$ cat src/rtl/uc_runctl.sv
// rtl/uc_runctl.sv - microc control unit with run/stop/step sequencing, illegal-opcode trap and instruction counter
module uc_runctl #(
  parameter int CNT_W     = 16,
  parameter int MAX_INSTR = 0
) (
  input  logic             clk,
  input  logic             reset,
  input  logic [5:0]       Opcode,
  input  logic             z,
  input  logic             start,
  input  logic             stop,
  input  logic             step,
  input  logic             clear_err,
  output logic             s_inc,
  output logic             s_inm,
  output logic             we3,
  output logic             wez,
  output logic [2:0]       Op,
  output logic             pc_we,
  output logic             running,
  output logic             halted,
  output logic             illegal,
  output logic             step_done,
  output logic [CNT_W-1:0] instr_cnt
);

  typedef enum logic [1:0] {IDLE, RUN, STEP, ERR} state_t;

  localparam logic             HAS_BUDGET  = (MAX_INSTR != 0);
  localparam logic [CNT_W-1:0] BUDGET_LAST = CNT_W'(MAX_INSTR - 1);
  localparam logic [CNT_W-1:0] CNT_SAT     = {CNT_W{1'b1}};

  state_t state, state_nx;
  logic   step_armed;
  logic   exec;
  logic   is_ill;
  logic   retire;
  logic   budget_hit;

  assign exec       = (state == RUN) || (state == STEP);
  assign is_ill     = (Opcode[5:4] == 2'b01);
  assign retire     = exec && !is_ill;
  assign budget_hit = HAS_BUDGET && (instr_cnt == BUDGET_LAST);
  assign running    = (state == RUN);
  assign halted     = (state == ERR);

  // Decode is gated by exec so reset or a trap drops all write enables combinationally.
  always_comb begin
    s_inc = 1'b1;
    s_inm = 1'b0;
    we3   = 1'b0;
    wez   = 1'b0;
    Op    = 3'b000;
    pc_we = 1'b0;
    if (retire) begin
      pc_we = 1'b1;
      if (Opcode[5]) begin
        we3 = 1'b1;
        wez = 1'b1;
        Op  = Opcode[4:2];
      end else if (Opcode[5:2] == 4'b0000) begin
        s_inm = 1'b1;
        we3   = 1'b1;
      end else begin
        case (Opcode[1:0])
          2'b00:   s_inc = 1'b0;
          2'b01:   s_inc = ~z;
          2'b10:   s_inc = z;
          default: s_inc = 1'b1;
        endcase
      end
    end
  end

  always_comb begin
    state_nx = state;
    case (state)
      IDLE: begin
        if (start)
          state_nx = RUN;
        else if (step && step_armed)
          state_nx = STEP;
      end
      RUN: begin
        if (is_ill)
          state_nx = ERR;
        else if (budget_hit || stop)
          state_nx = IDLE;
      end
      STEP:    state_nx = is_ill ? ERR : IDLE;
      ERR:     if (clear_err) state_nx = IDLE;
      default: state_nx = IDLE;
    endcase
  end

  always_ff @(posedge clk or negedge reset) begin
    if (!reset) begin
      state      <= IDLE;
      illegal    <= 1'b0;
      step_done  <= 1'b0;
      step_armed <= 1'b1;
      instr_cnt  <= '0;
    end else begin
      state     <= state_nx;
      step_done <= (state == STEP) && !is_ill;

      if (exec && is_ill)
        illegal <= 1'b1;
      else if ((state == ERR) && clear_err)
        illegal <= 1'b0;

      // A step is consumed only once; it re-arms after step is seen low in IDLE.
      if (state == IDLE) begin
        if (!step)
          step_armed <= 1'b1;
        else if (!start && step_armed)
          step_armed <= 1'b0;
      end

      if ((state == IDLE) && start)
        instr_cnt <= '0;
      else if (retire && (instr_cnt != CNT_SAT))
        instr_cnt <= instr_cnt + CNT_W'(1);
    end
  end

endmodule

$ cat config.mk
export PLATFORM = sky130hd
export DESIGN_NAME = uc_runctl
export DESIGN_NICKNAME = d
export VERILOG_FILES = /design/src/rtl/uc_runctl.sv
export SDC_FILE = /design/constraint.sdc
export NUM_CORES = 1
export LEC_CHECK = 0
export ABC_AREA = 1
export CAP_MARGIN = 20
export CORE_ASPECT_RATIO = 1.25
export CORE_MARGIN = 2
export CORE_UTILIZATION = 52
export CTS_CLUSTER_DIAMETER = 200
export DETAILED_ROUTE_END_ITERATION = 10
export GPL_TIMING_DRIVEN = 0
export MAX_ROUTING_LAYER = met4
export PLACE_DENSITY = 0.85
export RECOVER_POWER = 50
export SLEW_MARGIN = 20
export SYNTH_ARGS = -nofsm -noshare
export SYNTH_HDL_FRONTEND = slang
export SYNTH_SLANG_ARGS = --single-unit
$ cat constraint.sdc
create_clock -name clk -period 4.6 [get_ports clk]
set_input_delay 0.69 -clock clk [delete_from_list [all_inputs] [get_ports clk]]
set_output_delay 0.69 -clock clk [all_outputs]
set_load 0.03 [all_outputs]
==> impl_table.tex, run 1 <==
\begin{tabular}{lr}
\hline
Metric & Value \\
\hline
\multicolumn{2}{l}{\textbf{Synth}} \\
\quad Top-count cell post-synth & nand2\_1 \\
\quad Post-synth ARST share & 100\% \\
\quad Flip-flop and latch count after synthesis & 21 \\
\quad Netlist Area Pre-Place & 1500 sq um \\
\quad Synth area leader & dfrtp\_1 \\
\quad Commonest cells in the netlist & nand2\_1, inv\_1, nand3\_1 \\
\quad Number of unique standard cell types used by synthesis & 24 \\
\quad Number of nets produced by synthesis & 236 \\
\quad Gate Count Post-Synth & 218 \\
\quad Share of the yosys chip area belonging to registers & 35.2\% \\
\quad Synth area leaders & dfrtp\_1, nand2\_1, nand3\_1 \\
\quad Main flop type after synthesis & dfrtp\_1 \\
\quad Mean instance size in the synthesized netlist & 6.87 sq um \\
\quad Number of flops mapped to enable cells by yosys & 0 \\
\quad Synthesis Warnings & 0 \\
\quad Share of Yosys cell area claimed by the top area cell type & 33.4\% \\
\multicolumn{2}{l}{\textbf{Hold path}} \\
\quad Class of the tightest hold or removal check & register to register \\
\multicolumn{2}{l}{\textbf{Setup path}} \\
\quad Category of the most critical setup path & primary input to output port \\
\quad Signal arrival time at the worst endpoint & 2690 ps \\
\quad Critical R2R Capture & instr\_cnt[0] \\
\quad Startpoint of the worst setup timing path & Opcode[4] \\
\quad Worst setup path endpoint & Op[1] \\
\quad Startpoint Class & primary input \\
\quad Worst reg2reg startpoint & instr\_cnt[0] \\
\quad Internal reg-to-reg setup slack & 2490 ps \\
\quad Data required, critical path & 3910 ps \\
\quad Reg2Reg Depth & 9 \\
\quad Biggest fanout along the worst timing path & 5 \\
\quad Sort of element at the end of the critical path & output port \\
\multicolumn{2}{l}{\textbf{Finish}} \\
\quad Post-layout instance area & 1930 sq um \\
\quad Number of filler instances in the final layout & 231 \\
\quad NumNets Final & 281 \\
\quad Filler-free cell count of the finished design & 296 \\
\quad Antenna diodes & 0 \\
\quad Multi-input gate area & 787 sq um \\
\quad Area taken by flip-flops and latches & 527 sq um \\
\quad Proportion of layout cells with a drive suffix above 1 & 5.73\% \\
\quad Synth-to-Final Area Change & 29.1\% \\
\multicolumn{2}{l}{\textbf{Global routing}} \\
\quad First-pass GRT wire length & 6250 microns \\
\quad Overall overflow remaining after global route & 0 \\
\quad Antenna violations before repair & 0 \\
\quad Via count of the first global-routing pass & 1413 \\
\quad Overall fraction of global-route tracks in use & 25.0\% \\
\quad Maximum number of pins on one net before global-route repair & 22 \\
\multicolumn{2}{l}{\textbf{Clocking}} \\
\quad CTS tree & done \\
\quad Latest clock arrival within the worst-skew pair & 310 ps \\
\quad CTS HTree Levels & 1 \\
\quad Postcts setup bufs & 0 \\
\quad Maximum buffer depth of the clock tree & 2 \\
\quad CTS root buf & clkbuf\_4 \\
\quad CTS Hold Bufs & 0 \\
\quad Clock Pin Slew Worst Setup and Hold Paths & 120 ps \\
\quad TritonCTS Buffers & 3 \\
\quad Resized cells post-CTS & 0 \\
\quad Clock sink count & 21 \\
\multicolumn{2}{l}{\textbf{Power}} \\
\quad Total power of the final layout & 0.000787 W \\
\quad Fraction of power consumed by combinational cells & 57.1\% \\
\quad Cell internal pwr & 0.000414 W \\
\quad Fraction of power consumed by sequential logic & 31.2\% \\
\quad IR drop worst, VDD & 0.313 mV \\
\quad Relative contribution of the clock network to total power & 11.7\% \\
\quad Switching Share & 47.5\% \\
\quad Leakage power figure & 0.983 nW \\
\quad Power density over the cells & 407 nW/um\^{}2 \\
\quad Net Switching & 0.000374 W \\
\multicolumn{2}{l}{\textbf{Place}} \\
\quad Half-perimeter wire length after detailed placement & 2630 microns \\
\quad Number of placed cells counting well taps & 292 \\
\quad Cell area after placement & 1940 sq um \\
\quad Count of port buffers added during placement & 40 \\
\quad Global placer's final weighted congestion & 0.830 \\
\multicolumn{2}{l}{\textbf{Timing}} \\
\quad Final clock skew & 3.10 ps \\
\quad Final worst path period share & 73.6\% \\
\quad Max Slew Vio Count & 0 \\
\quad Total negative slack for setup checks & 0 ps \\
\quad Final count of hold timing violations & 0 \\
\quad Transition time at the pin with the least slew margin & 1210 ps \\
\quad Slew Limit Headroom & 19.6\% \\
\quad Setup repair after global routing missed its margin & no \\
\quad Minimum clock period & 3380 ps \\
\quad Fmax achieved & 295 MHz \\
\quad Final number of setup-violating endpoints & 0 \\
\multicolumn{2}{l}{\textbf{Die}} \\
\quad Die W & 52 microns \\
\quad DIE AREA & 3330 sq um \\
\quad Ports placed on the boundary & 41 \\
\quad Overall die height & 64 microns \\
\quad Num rows & 21 \\
\quad CORE AREA & 2710 sq um \\
\quad Initial core utilization & 55.3\% \\
\multicolumn{2}{l}{\textbf{Route}} \\
\quad Post-route DRC violation count & 0 \\
\quad Vias after detailed routing & 1524 \\
\quad Final routed wirelength across all metal layers & 3430 microns \\
\quad Count of nets left with antenna violations after detail routing & 0 \\
\quad Initial detailed-routing violation count & 54 \\
\quad Number of vias per cell after detailed routing & 5.15 \\
\quad Final routed wire length divided by cell count & 11.6 microns \\
\quad Number of search-and-repair iterations in the first detailed-routing pass & 5 \\
\multicolumn{2}{l}{\textbf{Run status}} \\
\quad Result of the run & finished, final reports clean \\
\multicolumn{2}{l}{\textbf{Run}} \\
\quad Number of violations of the max-capacitance limit & 0 \\
\hline
\end{tabular}
layout by cell type (no fill, tap or decap), types with 2 or more instances in the layout:
cell	count
nand2_1	68
clkdlybuf4s50_1	34
inv_1	33
nand3_1	30
nor2_1	21
dfrtp_1	20
o21ai_0	9
nand4_1	7
ha_1	5
dlygate4sd3_1	5
a21oi_1	4
xor2_1	4
clkbuf_1	3
clkbuf_4	3
inv_2	2
nor2_4	2
nor3_1	2
stage by stage:
| stage | setup WS (ps) | util [%] | hold WS, ps |
|---|---|---|---|
| final | 1220 | 71.4 | 495 |
| after global routing | 1050 | 71.4 | 535 |
| after global placement | 1420 | 71.7 | 483 |
| after detailed placement | 1430 | 71.7 | 485 |
| after floorplan | 1800 | - | 394 |
| after CTS | 1420 | 72.7 | 503 |
logic make-up after synthesis:
group                    Yosys count  synth area share, %
AND/OR/NAND/NOR                  135                 41.8
adder cells (fa/ha/maj)            5                 4.18
AO/OA/AOI/OAI                     14                 5.68
buffers and inverters             39                 10.9
XOR/XNOR                           4                 2.34
flip-flops                        21                 35.2
worst max-delay path, cell delays in order:
cell and delay, ps:
dlygate4sd3_1 550, inv_1 70, nor2_1 480, nor2_8 50
inv_2 100, nor2_1 70, inv_1 70, nor2_1 40
clkdlybuf4s50_1 580
worst min path at each step:
| stage | startpoint | endpoint | slack [ps] | cells past startpoint |
|---|---|---|---|---|
| 4_1_cts | step_armed | step_armed | 500 | 2 |
| 2_1_floorplan | reset | illegal | 390 | 0 |
| 3_3_place_gp | step_armed | step_armed | 480 | 2 |
| 3_5_place_dp | step_armed | step_armed | 490 | 2 |
| 5_1_grt | illegal | illegal | 530 | 1 |
| 6_report | step_armed | step_armed | 490 | 2 |
power by group through the flow:
stage / Combinational, W / Clock (W) / Sequential (W)
6_report: 0.000450 / 0.0000923 / 0.000245
2_1_floorplan: 0.000286 / 0 / 0.000284
4_1_cts: 0.000477 / 0.0000951 / 0.000246
5_1_grt: 0.000497 / 0.000102 / 0.000250
3_3_place_gp: 0.000472 / 0 / 0.000249
3_5_place_dp: 0.000474 / 0 / 0.000249
area by class of cell:
type | instances | area share [%]
plain buffers | 4 | 1.23
clock inverters | 1 | 0.259
flip-flops and latches | 21 | 27.2
inverters | 35 | 6.80
repair buffers | 40 | 20.4
well taps | 34 | 2.20
multi-input cells | 158 | 40.7
clock buffers | 3 | 1.17
layer usage:
layer  up-vias  track usage [%]  part of all wire, %  routed length [microns]
li1        773                -                    -                        -
met1       710             32.2                   43                     1490
met2        39             40.8                   52                     1790
met3         2             2.57                  3.8                      131
met4         0             7.57                 0.61                       21
met5         -                -                    0                        0
sequential cells by signal, indices dropped and copies added, names as in the netlist:
| register | cells |
|---|---|
| illegal | 1 |
| instr_cnt | 16 |
| state | 2 |
| step_armed | 1 |
| step_done | 1 |
Note: power is estimated with default switching activity, not from simulation.
==> run 2: changes to the inputs <==
CORE_UTILIZATION = 43   (was 52)
PLACE_DENSITY = 0.75   (was 0.85)
clock period = 2.98 ns   (was 4.6 ns; I/O delays follow)
==> run 2 against run 1 <==
  * Global-route usage decreased by 5.2 points
  * First-iteration DRC count decreased by 11%
  * Clock power increased by 110%
  * Critical path depth decreased by 3
  * Routed wire length increased by 1.2%
  * Cell count increased by 1.0%
  * Non-clock buffer count unchanged
  * Largest cell class unchanged
==> impl_table.tex, run 2 (synthesis results as in run 1) <==
\begin{tabular}{lr}
\hline
Metric & Value \\
\hline
\multicolumn{2}{l}{\textbf{Run status}} \\
\quad Result of the run & finished, final reports clean \\
\multicolumn{2}{l}{\textbf{Global routing}} \\
\quad Antenna violations before repair & 0 (unchanged) \\
\quad Overall fraction of global-route tracks in use & 19.8\% (-5.2 points) \\
\quad Overall overflow remaining after global route & 0 (unchanged) \\
\quad Via count of the first global-routing pass & 1467 (+3.8\%) \\
\quad First-pass GRT wire length & 6190 microns (-0.99\%) \\
\quad Maximum number of pins on one net before global-route repair & 22 (unchanged) \\
\multicolumn{2}{l}{\textbf{Clocking}} \\
\quad CTS HTree Levels & 1 (unchanged) \\
\quad Clock Pin Slew Worst Setup and Hold Paths & 80 ps (-40 ps) \\
\quad CTS Hold Bufs & 0 (unchanged) \\
\quad Resized cells post-CTS & 0 (unchanged) \\
\quad Clock sink count & 21 (unchanged) \\
\quad CTS root buf & clkbuf\_8 \\
\quad Latest clock arrival within the worst-skew pair & 270 ps (-40 ps) \\
\quad Postcts setup bufs & 0 (unchanged) \\
\quad Maximum buffer depth of the clock tree & 2 (unchanged) \\
\quad TritonCTS Buffers & 3 (unchanged) \\
\quad CTS tree & done \\
\multicolumn{2}{l}{\textbf{Power}} \\
\quad Fraction of power consumed by combinational cells & 54.4\% (-2.7 points) \\
\quad Net Switching & 0.000578 W (+55\%) \\
\quad Cell internal pwr & 0.000680 W (+64\%) \\
\quad Fraction of power consumed by sequential logic & 30.2\% (-1.0 points) \\
\quad Relative contribution of the clock network to total power & 15.4\% (+3.7 points) \\
\quad IR drop worst, VDD & 0.398 mV (+27\%) \\
\quad Power density over the cells & 641 nW/um\^{}2 (+57\%) \\
\quad Leakage power figure & 1.04 nW (+5.7\%) \\
\quad Switching Share & 45.9\% (-1.5 points) \\
\multicolumn{2}{l}{\textbf{Setup path}} \\
\quad Data required, critical path & 2530 ps (-1380 ps) \\
\quad Critical R2R Capture & instr\_cnt[3] \\
\quad Category of the most critical setup path & primary input to output port \\
\quad Sort of element at the end of the critical path & output port \\
\quad Biggest fanout along the worst timing path & 5 (unchanged) \\
\quad Signal arrival time at the worst endpoint & 2360 ps (-330 ps) \\
\quad Reg2Reg Depth & 9 (unchanged) \\
\quad Internal reg-to-reg setup slack & 890 ps (-1600 ps) \\
\quad Worst reg2reg startpoint & instr\_cnt[0] \\
\quad Startpoint Class & primary input \\
\multicolumn{2}{l}{\textbf{Finish}} \\
\quad Proportion of layout cells with a drive suffix above 1 & 5.34\% (-0.38 points) \\
\quad Antenna diodes & 0 (unchanged) \\
\quad Synth-to-Final Area Change & 31.1\% \\
\quad Number of filler instances in the final layout & 326 (+41\%) \\
\quad Most used cells in the layout excluding fill and tap cells & nand2\_1, inv\_1, clkdlybuf4s50\_1 \\
\quad Max FFs per register & 16 (unchanged) \\
\quad Leading cell type in the layout, fill and taps excluded & nand2\_1 \\
\quad NumNets Final & 281 (unchanged) \\
\quad Largest registers in the final layout & instr\_cnt x16, state x2 \\
\quad Top reg by flops & instr\_cnt \\
\quad Multi-input gate area & 787 sq um (unchanged) \\
\quad Area taken by flip-flops and latches & 527 sq um (unchanged) \\
\quad Post-layout instance area & 1960 sq um (+1.6\%) \\
\multicolumn{2}{l}{\textbf{Route}} \\
\quad Initial detailed-routing violation count & 48 (-11\%) \\
\quad Post-route DRC violation count & 0 (unchanged) \\
\quad Final routed wirelength across all metal layers & 3470 microns (+1.2\%) \\
\quad Final routed wire length divided by cell count & 11.6 microns (+0.15\%) \\
\quad Number of search-and-repair iterations in the first detailed-routing pass & 4 (-1) \\
\quad Vias after detailed routing & 1498 (-1.7\%) \\
\quad Count of nets left with antenna violations after detail routing & 0 (unchanged) \\
\quad Number of vias per cell after detailed routing & 5.01 (-2.7\%) \\
\multicolumn{2}{l}{\textbf{Timing}} \\
\quad Final worst path period share & 94.1\% \\
\quad Setup repair after global routing missed its margin & no \\
\quad Slew Limit Headroom & 20.0\% (+0.37 points) \\
\quad Final clock skew & 5.44 ps (+2.34 ps) \\
\quad Final number of setup-violating endpoints & 0 (unchanged) \\
\quad Minimum clock period & 2800 ps \\
\quad Final setup slack of the worst path & 175 ps (-1040 ps) \\
\quad Max Slew Vio Count & 0 (unchanged) \\
\quad Fmax achieved & 357 MHz \\
\quad Transition time at the pin with the least slew margin & 1200 ps (-5.57 ps) \\
\quad Final count of hold timing violations & 0 (unchanged) \\
\quad Total negative slack for setup checks & 0 ps (unchanged) \\
\multicolumn{2}{l}{\textbf{Place}} \\
\quad Global placer's final weighted congestion & 0.785 (-5.4\%) \\
\quad Cell area after placement & 1940 sq um (+0.19\%) \\
\quad Place WS & 269 ps (-1160 ps) \\
\quad Half-perimeter wire length after detailed placement & 2560 microns (-2.7\%) \\
\quad Count of port buffers added during placement & 40 (unchanged) \\
\multicolumn{2}{l}{\textbf{Run}} \\
\quad Number of violations of the max-capacitance limit & 0 (unchanged) \\
\multicolumn{2}{l}{\textbf{Die}} \\
\quad DIE AREA & 3970 sq um (+19\%) \\
\quad Ports placed on the boundary & 41 (unchanged) \\
\quad Initial core utilization & 45.7\% (-9.7 points) \\
\quad Die W & 56.8 microns (+9.2\%) \\
\quad CORE AREA & 3280 sq um (+21\%) \\
\quad Num rows & 23 (+9.5\%) \\
\quad Overall die height & 70.0 microns (+9.4\%) \\
\multicolumn{2}{l}{\textbf{Hold path}} \\
\quad Class of the tightest hold or removal check & primary input to async pin \\
\hline
\end{tabular}
[run 2: per-stage QoR]
step                hold WS (ps)  power [W]  instances  util [%]
floorplan                    151   0.000879        218         -
finish                       400    0.00126        299      59.8
detailed placement           483    0.00112        295      59.3
global route                 483    0.00136        299      59.8
global placement             482    0.00111        295      59.3
CTS                          496    0.00132        299      60.7
[run 2: worst max path at each step]
stage / start / depth (start not counted) / endpoint / slack, ps
global placement: Opcode[5] / 8 / Op[0] / 280
CTS: state[0] / 9 / Op[1] / 110
global route: Opcode[4] / 7 / wez / 80
floorplan: state[0] / 8 / Op[0] / 420
finish: Opcode[4] / 6 / s_inc / 180
detailed placement: Opcode[5] / 8 / Op[1] / 270
[run 2: per-layer routing]
layer | wire length [microns] | global-route usage, % | vias up
li1 | - | - | 778
met1 | 1610 | 24.1 | 689
met2 | 1710 | 33.1 | 24
met3 | 80 | 2.41 | 7
met4 | 71 | 8.01 | 0
met5 | 0 | - | -
[run 2: power groups by stage]
stage                     Combinational (W)  Sequential [W]  Clock (W)
after floorplan                    0.000441        0.000438          0
after global placement             0.000728        0.000386          0
after detailed placement           0.000732        0.000386          0
after CTS                          0.000735        0.000380   0.000201
after global routing               0.000761        0.000389   0.000214
final                              0.000684        0.000380   0.000194
[run 2: worst max-delay path, stage by stage]
cell and delay (ps):
dlygate4sd3_1 550, inv_1 60, nor2_1 470, nor2_8 50, nand3_1 100, clkdlybuf4s50_1 670
[run 2: layout make-up]
cell class | instances | area share (%)
Sequential cell | 21 | 26.8
Timing Repair Buffer | 40 | 20.5
Multi-Input combinational cell | 158 | 40.1
Tap cell | 37 | 2.36
Clock buffer | 3 | 2.10
Inverter | 35 | 6.69
Clock inverter | 1 | 0.255
Buffer | 4 | 1.21
